[src/rtl/beat_pingpong_writer_if.sv]
// Bundle of producer, control, read and status signals for the ping-pong writer.
// Latency: none, wiring only.
// Backpressure: in_ready from the writer stalls the producer; the held sample must stay on in_data.
interface beat_pingpong_writer_if #(
  parameter int WIDTH = 8,
  parameter int DEPTH = 32
);
  localparam int AW = $clog2(DEPTH);
  localparam int CW = AW + 1;

  logic             in_valid;
  logic [WIDTH-1:0] in_data;
  logic             in_ready;
  logic             flush;
  logic             release_pulse;
  logic             release_bank;
  logic             rd_bank;
  logic [AW-1:0]    rd_addr;
  logic [WIDTH-1:0] rd_data;
  logic             wr_bank;
  logic [1:0]       bank_full;
  logic [CW-1:0]    bank0_count;
  logic [CW-1:0]    bank1_count;

  modport master (
    output in_valid, in_data, flush, release_pulse, release_bank, rd_bank, rd_addr,
    input  in_ready, rd_data, wr_bank, bank_full, bank0_count, bank1_count
  );

  modport slave (
    input  in_valid, in_data, flush, release_pulse, release_bank, rd_bank, rd_addr,
    output in_ready, rd_data, wr_bank, bank_full, bank0_count, bank1_count
  );
endinterface

[src/rtl/beat_pingpong_writer.sv]
// Two-bank ping-pong sample writer: fills one bank while the other is held for a consumer.
// Latency: accepted sample is readable from the next cycle; rd_data is registered, 1 cycle after rd_addr.
// Backpressure: in_ready drops (registered state) while the next bank to fill is still committed.
module beat_pingpong_writer #(
  parameter int WIDTH = 8,
  parameter int DEPTH = 32
) (
  input  logic                  clk,
  input  logic                  reset,
  beat_pingpong_writer_if.slave bus
);
  localparam int AW = $clog2(DEPTH);
  localparam int CW = AW + 1;
  localparam logic [AW-1:0] LAST = AW'(DEPTH - 1);

  typedef enum logic {S_FILL = 1'b0, S_WAIT = 1'b1} state_t;

  state_t           r_state, w_state_nxt;
  logic [AW-1:0]    r_wr_ptr, w_wr_ptr_nxt;
  logic             r_wr_bank, w_wr_bank_nxt;
  logic [1:0]       r_bank_full, w_bank_full_nxt, w_full_rel;
  logic [CW-1:0]    r_count0, r_count1, w_count0_nxt, w_count1_nxt;
  logic [CW-1:0]    w_commit_cnt;
  logic [WIDTH-1:0] r_rd_data;
  logic [WIDTH-1:0] r_mem [2][DEPTH];
  logic             w_accept, w_commit, w_rel0, w_rel1;

  // Next-state decode: release is applied first, then any commit, then the FILL/WAIT decision.
  always_comb begin
    w_accept     = bus.in_valid && (r_state == S_FILL);
    // A flush that coincides with the last-slot accept is the same single commit.
    w_commit     = (r_state == S_FILL) &&
                   ((w_accept && (r_wr_ptr == LAST)) ||
                    (bus.flush && (w_accept || (r_wr_ptr != '0))));
    // Covers both full (LAST + 1 = DEPTH) and partial commits.
    w_commit_cnt = CW'(r_wr_ptr) + CW'(w_accept);
    // Releasing a bank that is not committed must leave everything alone.
    w_rel0       = bus.release_pulse && !bus.release_bank && r_bank_full[0];
    w_rel1       = bus.release_pulse &&  bus.release_bank && r_bank_full[1];
    w_full_rel   = r_bank_full & ~{w_rel1, w_rel0};

    w_state_nxt     = r_state;
    w_wr_ptr_nxt    = r_wr_ptr;
    w_wr_bank_nxt   = r_wr_bank;
    w_bank_full_nxt = w_full_rel;
    w_count0_nxt    = w_rel0 ? '0 : r_count0;
    w_count1_nxt    = w_rel1 ? '0 : r_count1;

    if (w_accept) begin
      w_wr_ptr_nxt = r_wr_ptr + 1'b1;
    end

    if (w_commit) begin
      w_wr_ptr_nxt               = '0;
      w_wr_bank_nxt              = ~r_wr_bank;
      w_bank_full_nxt[r_wr_bank] = 1'b1;
      if (r_wr_bank) begin
        w_count1_nxt = w_commit_cnt;
      end else begin
        w_count0_nxt = w_commit_cnt;
      end
      if (w_full_rel[~r_wr_bank]) begin
        w_state_nxt = S_WAIT;
      end
    end

    if ((r_state == S_WAIT) && !w_full_rel[r_wr_bank]) begin
      w_state_nxt = S_FILL;
    end
  end

  // State register.
  always_ff @(posedge clk or posedge reset) begin
    if (reset) begin
      r_state <= S_FILL;
    end else begin
      r_state <= w_state_nxt;
    end
  end

  // Write pointer, active bank, committed flags and counts.
  always_ff @(posedge clk or posedge reset) begin
    if (reset) begin
      r_wr_ptr    <= '0;
      r_wr_bank   <= 1'b0;
      r_bank_full <= 2'b00;
      r_count0    <= '0;
      r_count1    <= '0;
    end else begin
      r_wr_ptr    <= w_wr_ptr_nxt;
      r_wr_bank   <= w_wr_bank_nxt;
      r_bank_full <= w_bank_full_nxt;
      r_count0    <= w_count0_nxt;
      r_count1    <= w_count1_nxt;
    end
  end

  // Sample storage; contents survive reset.
  always_ff @(posedge clk) begin
    if (w_accept) begin
      r_mem[r_wr_bank][r_wr_ptr] <= bus.in_data;
    end
  end

  // Registered read port; a same-cycle write to the same slot is seen next cycle (old data now).
  always_ff @(posedge clk or posedge reset) begin
    if (reset) begin
      r_rd_data <= '0;
    end else begin
      r_rd_data <= r_mem[bus.rd_bank][bus.rd_addr];
    end
  end

  assign bus.in_ready    = (r_state == S_FILL);
  assign bus.rd_data     = r_rd_data;
  assign bus.wr_bank     = r_wr_bank;
  assign bus.bank_full   = r_bank_full;
  assign bus.bank0_count = r_count0;
  assign bus.bank1_count = r_count1;
endmodule

[src/flat_wrapper.sv]
// flat-port wrapper written by rule: the top's interface ports become plain ports
module beat_pingpong_writer_flat 
#(
  parameter int WIDTH = 8,
  parameter int DEPTH = 32
)
  (clk, reset, bus_in_valid, bus_in_data, bus_flush, bus_release_pulse, bus_release_bank, bus_rd_bank, bus_rd_addr, bus_in_ready, bus_rd_data, bus_wr_bank, bus_bank_full, bus_bank0_count, bus_bank1_count);
  beat_pingpong_writer_if #(.WIDTH(WIDTH), .DEPTH(DEPTH)) bus_i ();
  input  logic clk;
  input  logic reset;
  input wire logic [$bits(bus_i.in_valid)-1:0] bus_in_valid;
  input wire logic [$bits(bus_i.in_data)-1:0] bus_in_data;
  input wire logic [$bits(bus_i.flush)-1:0] bus_flush;
  input wire logic [$bits(bus_i.release_pulse)-1:0] bus_release_pulse;
  input wire logic [$bits(bus_i.release_bank)-1:0] bus_release_bank;
  input wire logic [$bits(bus_i.rd_bank)-1:0] bus_rd_bank;
  input wire logic [$bits(bus_i.rd_addr)-1:0] bus_rd_addr;
  output wire logic [$bits(bus_i.in_ready)-1:0] bus_in_ready;
  output wire logic [$bits(bus_i.rd_data)-1:0] bus_rd_data;
  output wire logic [$bits(bus_i.wr_bank)-1:0] bus_wr_bank;
  output wire logic [$bits(bus_i.bank_full)-1:0] bus_bank_full;
  output wire logic [$bits(bus_i.bank0_count)-1:0] bus_bank0_count;
  output wire logic [$bits(bus_i.bank1_count)-1:0] bus_bank1_count;
  assign bus_i.in_valid = bus_in_valid;
  assign bus_i.in_data = bus_in_data;
  assign bus_i.flush = bus_flush;
  assign bus_i.release_pulse = bus_release_pulse;
  assign bus_i.release_bank = bus_release_bank;
  assign bus_i.rd_bank = bus_rd_bank;
  assign bus_i.rd_addr = bus_rd_addr;
  assign bus_in_ready = bus_i.in_ready;
  assign bus_rd_data = bus_i.rd_data;
  assign bus_wr_bank = bus_i.wr_bank;
  assign bus_bank_full = bus_i.bank_full;
  assign bus_bank0_count = bus_i.bank0_count;
  assign bus_bank1_count = bus_i.bank1_count;
  beat_pingpong_writer #(.WIDTH(WIDTH), .DEPTH(DEPTH)) u_core (.clk(clk), .reset(reset), .bus(bus_i));
endmodule
[config.mk]
export PLATFORM = sky130hd
export DESIGN_NAME = beat_pingpong_writer_flat
export DESIGN_NICKNAME = d
export VERILOG_FILES = /design/src/rtl/beat_pingpong_writer_if.sv /design/src/rtl/beat_pingpong_writer.sv /design/src/flat_wrapper.sv
export SDC_FILE = /design/constraint.sdc
export NUM_CORES = 1
export LEC_CHECK = 0
export BUFFER_PORTS_ARGS = -buffer_cell sky130_fd_sc_hd__buf_2
export CAP_MARGIN = 20
export CORE_MARGIN = 2
export CORE_UTILIZATION = 60
export DETAILED_ROUTE_END_ITERATION = 7
export PLACE_DENSITY_LB_ADDON = 0.25
export SYNTH_ARGS = -nofsm -noshare
export SYNTH_HDL_FRONTEND = slang
export SYNTH_SLANG_ARGS = --single-unit
[constraint.sdc]
create_clock -name clk -period 5.4 [get_ports clk]
set_clock_uncertainty 0.05 [all_clocks]
set_input_delay 1.08 -clock clk [delete_from_list [all_inputs] [get_ports clk]]
set_output_delay 1.08 -clock clk [all_outputs]
set_load 0.05 [all_outputs]
# Word level (Yosys, flattened, before mapping)

Memory sizes are Yosys's and may differ from the RTL's.
Index checks and enable logic that the tools add are counted.

Memories kept: 1
Register bits after elaboration: 29
Bits in latches: 0
Bits in writable memories: 512
Logic and storage cells: 69
Output and inout port bits: 24
Memory bits (read-only): 0
Bits of input ports: 20

$add $sub $neg: 2
Bitwise logic cells: 7
Shifts and indexed selects: 0
Equal/unequal tests: 1
Multipliers: 0
Divide/modulo/power cells: 0
Magnitude comparators: 6
Mux-type cells: 25
Reductions and logical operators: 20

Memory list:

| memory       | words | bits a word | read ports | clocked after memory_dff | write ports | RTL line                   | source |
|---|---|---|---|---|---|---|---|
| u_core.r_mem | 2     | 256         | 1          | 0                        | 1           | beat_pingpong_writer.sv:25 | `logic [WIDTH-1:0] r_mem [2][DEPTH];` |

Operator list:

| kind                                                      | number |
|---|---|
| two-way mux 256 bit                                       | 1 |
| binary-select mux 8 bit (select 5 bit)                    | 1 |
| demux 8 bit (select 5 bit)                                | 1 |
| two-way mux 6 bit                                         | 6 |
| two-way mux 8 bit                                         | 3 |
| greater-or-equal comparator 6 bit (second input constant) | 2 |
| NOT 5 -> 6 bit                                            | 2 |
| logical AND 1 bit                                         | 11 |
| two-way mux 5 bit                                         | 2 |
| two-way mux 1 bit                                         | 9 |
| adder 5 x 1 -> 6 bit                                      | 1 |
| < comparator 6 x 1 -> 1 bit (second input constant)       | 1 |
| nonzero test 2 bit                                        | 3 |
| adder 5 x 1 -> 5 bit (second input constant)              | 1 |
| == test 5 bit (second input constant)                     | 1 |
| nonzero test 5 bit                                        | 1 |
| < comparator 1 x 2 -> 1 bit (second input constant)       | 2 |
| AND 2 bit                                                 | 1 |
| zero test 1 bit                                           | 2 |
| logical OR 1 bit                                          | 2 |
| two-way mux 2 bit                                         | 1 |
| NOT 1 bit                                                 | 2 |
| NOT 2 bit                                                 | 1 |
| bitwise OR 2 bit                                          | 1 |
| 3 further kinds                                           | 3 |

# Logic depth before layout (Yosys ltp)

Word-level depth: 11
Mapped depth: 8

# Least setup slack after synthesis

Ideal clock, no wire load.

Kind: input to register
Start point: in bus_rd_bank
End point: reg u_core.r_rd_data[5] (netlist: u_core.bus.rd_data[5])
Path slack: 2.638 ns
Stages: 7
Setup time: 0.122 ns
Arrival: 2.591 ns
Data required time: 5.228 ns
Cell sequence: buf_6 buf_6 buf_2 mux4_2 o22ai_1 nor2_1 a32o_1

Word-level cells in the longest chain between the ends: 4

Ends and longest elaborated chain:

| what                                                 | RTL line                    | source |
|---|---|---|
| start, declared                                      | flat_wrapper.sv:16          | `input wire logic [$bits(bus_i.rd_bank)-1:0] bus_rd_bank;` |
| memory read (2 x 256 bit)                            | n/a                         |  |
| binary-select mux 8 bit (select 5 bit)               | beat_pingpong_writer.sv:110 | `r_rd_data <= r_mem[bus.rd_bank][bus.rd_addr];` |
| two-way mux 8 bit (not written as such) (2 in a row) | beat_pingpong_writer.sv:110 |  |
| end signal, assigned                                 | beat_pingpong_writer.sv:110 |  |
| end, declared                                        | beat_pingpong_writer.sv:24  | `logic [WIDTH-1:0] r_rd_data;` |

No other way between the ends. The select of a mux whose other input is x is not followed.
A chain may end at the register's enable or synchronous reset.

# Worst setup path in the final report

Start point: in bus_in_valid
End point: mem u_core.r_mem[0][255] in the netlist's numbering, enable pin

Word-level cells in the longest chain between the ends: 3

Ends and longest elaborated chain:

| what                                      | RTL line                    | source |
|---|---|---|
| start, declared                           | flat_wrapper.sv:11          | `input wire logic [$bits(bus_i.in_valid)-1:0] bus_in_valid;` |
| logical AND 1 bit                         | beat_pingpong_writer.sv:30  | `w_accept = bus.in_valid && (r_state == S_FILL);` |
| two-way mux 1 bit                         | beat_pingpong_writer.sv:100 | `if (w_accept) begin` |
| two-way mux 256 bit (not written as such) | beat_pingpong_writer.sv:101 | `r_mem[r_wr_bank][r_wr_ptr] <= bus.in_data;` |
| end, declared                             | beat_pingpong_writer.sv:25  |  |

No other way between the ends.

==> qor.csv <==
metric;value;unit
status;finished clean;
grt_pass1_wl;66.1;mm
drc;0;
crit_fanout;12;
required;5540;ps
synth_adder_area_share;0.415;%
critPathTopFamily;simple AND/OR/NAND/NOR gates;
synth-simple-area-share;2.99;%
endpoint;u_core.r_mem[0][255]$_DFFE_PP_;
num_vias;10200;
worstMarginPinSlew;1070;ps
grt_pass1_vias;10300;
gp_congestion;0.807;
place_hpwl;26.9;mm
drive_above_1_share;23.9;%
antenna_found_initial;0;
synth_compound_area_share;2.50;%
grt.overflow.total;0;
reg2reg_to;u_core.r_mem[0][255]$_DFFE_PP_;
cp-startpoint;bus_in_valid;
clk_path_buf_depth;3;
htree_levels;2;
crit_buf_inv;1;
crit_chain;buf_2 -> nor2b_1 -> nor2b_1 -> nand2_1 -> nor2_1;
max_stage_delay;830;ps
fin_nets;1105;
cts_hold_buffers;0;
design_area;23400;um^2
ys_ff_latch;541;
port_buffers;43;
fp.dieW;192;um
cts_resized;0;
synth_top_family_by_area;multiplexers;
crit_slowest_cell;nor2_1;
cts-buffers-inserted;51;
power.density;389;nW/um^2
setup-violations-final;0;
drt-wirelength-per-cell;27.9;um
clock_sinks;541;
max_freq;302;MHz
worstHoldPathCells;2;
period_share;61.4;%
tns;0;ps
cts_root_buffer;clkbuf_16;
start_util;60.9;%
finalNonFillerCells;1576;
ant_nets;0;
hold_viol;0;
placed_area;21800;um^2
final.min_clock_period;3310;ps
r2r_setup_slack;2330;ps
yosys.cell_types.count;37;
yosysTopAreaCell;edfxtp_1;
synthTopCellsByArea;edfxtp_1 (73%), mux4_2 (13%), dfrtp_1 (3.4%);
crit_arrival;3450;ps
grt_max_degree;66;
cap_violations;0;
synth_top_cell_area_share;72.8;%
area_delta_synth_final;11.1;%
syn_avg_cell_area;20.8;um^2
cp_common_cell;nor2b_1;
synth_xor_xnor_area_share;0.290;%
rr_worst_depth;4;
path_depth;5;
diodes;0;
io_pins;44;
dpl.cell_count;1479;
wirelength;44.0;mm
vias_per_cell;6.46;
grtUsageTotal;25.1;%
clock_latency;570;ps
synth_fp_nets;1044;
n_fill_cell;2148;
synth_area;21100;um^2
synth_warnings;0;
syn_inst;1017;
dieArea;36700;um^2
synthMuxAreaShare;15.9;%
coreArea;34600;um^2
firstDrtPassIters;5;
ir_worst_vdd;364;uV
drv_slew;0;
postCtsSetupRepairBufs;0;
relSlewSlack;28.8;%
r2r_start;u_core.r_state$_DFFE_PP0P_;
power_leakage;0.00757;uW
first_iter_violations;1302;
startpoint_type;primary input;
ys_seq_area_share;76.3;%
min_path_type;flip-flop to flip-flop;
rows;68;
cts_tree;yes;
rsz0062_at_grt;no;
clkSlewWorstSetupHoldPaths;60;ps
crit_type;primary input to flip-flop;
cp-end-kind;flip-flop;
die_height;192;um
[report_power, final]
part	switching, uW	total (uW)	internal, uW	leakage, uW
Clock	1490	3480	2000	0.000807
Sequential	80.5	4800	4720	0.00498
Combinational	570	827	257	0.00178
Total	2140	9110	6970	0.00757
[layer usage]
metal  wire [um]  part of all wire [%]  global-route usage (%)
met5           0                     0                       0
met4         940                   2.1                    6.60
met3        3790                   8.6                    4.96
met2       21800                    49                    40.3
met1       17500                    40                    36.1
[sequential cells by signal, summed over array words and instances, names as in the netlist]
| name | cells |
|---|---|
| u_core.bus.bank_full | 2 |
| u_core.bus.bank0_count | 6 |
| u_core.r_state | 1 |
| u_core.r_wr_ptr | 5 |
| u_core.bus.wr_bank | 1 |
| u_core.r_mem | 512 |
| u_core.bus.rd_data | 8 |
| u_core.bus.bank1_count | 6 |
[cell type report]
class                           instances  area [um^2]  share of cell area (%)
Clock buffer                           63         1330                    5.68
Clock inverter                         33          298                    1.27
Inverter                                9         33.8                   0.144
Multi-Input combinational cell        414         4670                    19.9
Sequential cell                       541        16100                    68.7
Tap cell                              455          569                    2.43
Timing Repair Buffer                   61          438                    1.87
[layout by cell type, fill, tap and decap left out, types with 2 or more instances in the layout]
cell type,netlist,routed
o32ai_1,7,7
clkbuf_16,0,51
o21ai_1,7,7
nor2_1,91,91
dfrtp_1,29,29
bufinv_16,0,5
buf_4,6,12
o21ai_0,11,11
nand2_1,25,25
nand3_1,11,11
mux2i_1,31,31
mux4_2,118,118
ha_1,7,7
o22ai_1,31,31
buf_2,23,41
mux4_1,11,11
nand2b_1,6,6
clkinv_2,0,16
nand3b_1,6,6
a32o_1,7,7
clkinv_1,0,7
inv_6,0,3
clkbuf_1,15,11
mux2_2,9,9
buf_6,5,2
xor2_1,5,5
buf_12,1,6
nor2b_1,4,4
inv_1,9,9
clkinvlp_4,0,2
xnor2_1,2,2
a21oi_1,16,16
edfxtp_1,512,512
[synth_stat cells]
library cell,number
o21ai_1,7
nand2b_1,6
a31oi_1,1
edfxtp_1,512
nand3_1,11
mux4_1,11
a31o_1,1
or3_1,1
inv_1,9
buf_1,3
a21oi_2,1
xnor2_1,2
buf_6,5
a32o_1,7
nor2_1,91
dfrtp_1,29
nor2b_1,4
nand2_1,25
and3_1,1
mux2_2,9
xor2_1,5
a21oi_1,16
buf_2,23
and2_1,1
buf_12,1
a311oi_1,1
o21ai_0,11
nand4_1,1
mux2i_1,31
o32ai_1,7
nand3b_1,6
or3b_2,1
o22ai_1,31
clkbuf_1,15
ha_1,7
mux4_2,118
buf_4,6
[tightest hold or removal path, cell delays in order (launching register included)]
cell and delay (ps):
dfrtp_1 380, nand2_1 60, mux2i_1 50
[worst min path at each step]
stage                                              startpoint                                  end  slack [ps]
after floorplan                    u_core.r_state$_DFFE_PP0P_       u_core.r_wr_ptr[4]$_DFFE_PP0P_         510
after global placement    u_core.bus.bank1_count[1]$_DFF_PP0_  u_core.bus.bank1_count[1]$_DFF_PP0_         460
after detailed placement  u_core.bus.bank0_count[3]$_DFF_PP0_  u_core.bus.bank0_count[3]$_DFF_PP0_         460
after CTS                 u_core.bus.bank0_count[3]$_DFF_PP0_  u_core.bus.bank0_count[3]$_DFF_PP0_         480
after global routing      u_core.bus.bank1_count[5]$_DFF_PP0_  u_core.bus.bank1_count[5]$_DFF_PP0_         510
final                     u_core.bus.bank0_count[3]$_DFF_PP0_  u_core.bus.bank0_count[3]$_DFF_PP0_         480
[per-stage QoR]
stage	setup slack (ps)	total power (uW)	hold slack [ps]	utilization, %
after CTS	2130	9150	479	67.6
after global routing	1900	9360	512	67.7
after global placement	1660	5680	461	62.6
after floorplan	2640	5410	511	-
final	2090	9110	478	67.7
after detailed placement	1570	5710	465	62.9
[cell families (layout without fill, tap and decap cells)]
kind of cell / count (synthesis) / in the layout
AO/OA/AOI/OAI: 83 / 83
XOR/XNOR: 7 / 7
adder cells (fa/ha/maj): 7 / 7
buffers and inverters: 62 / 166
flip-flops: 541 / 541
multiplexers: 169 / 169
AND/OR/NAND/NOR: 148 / 148
Note: power is estimated with default switching activity, not from simulation.
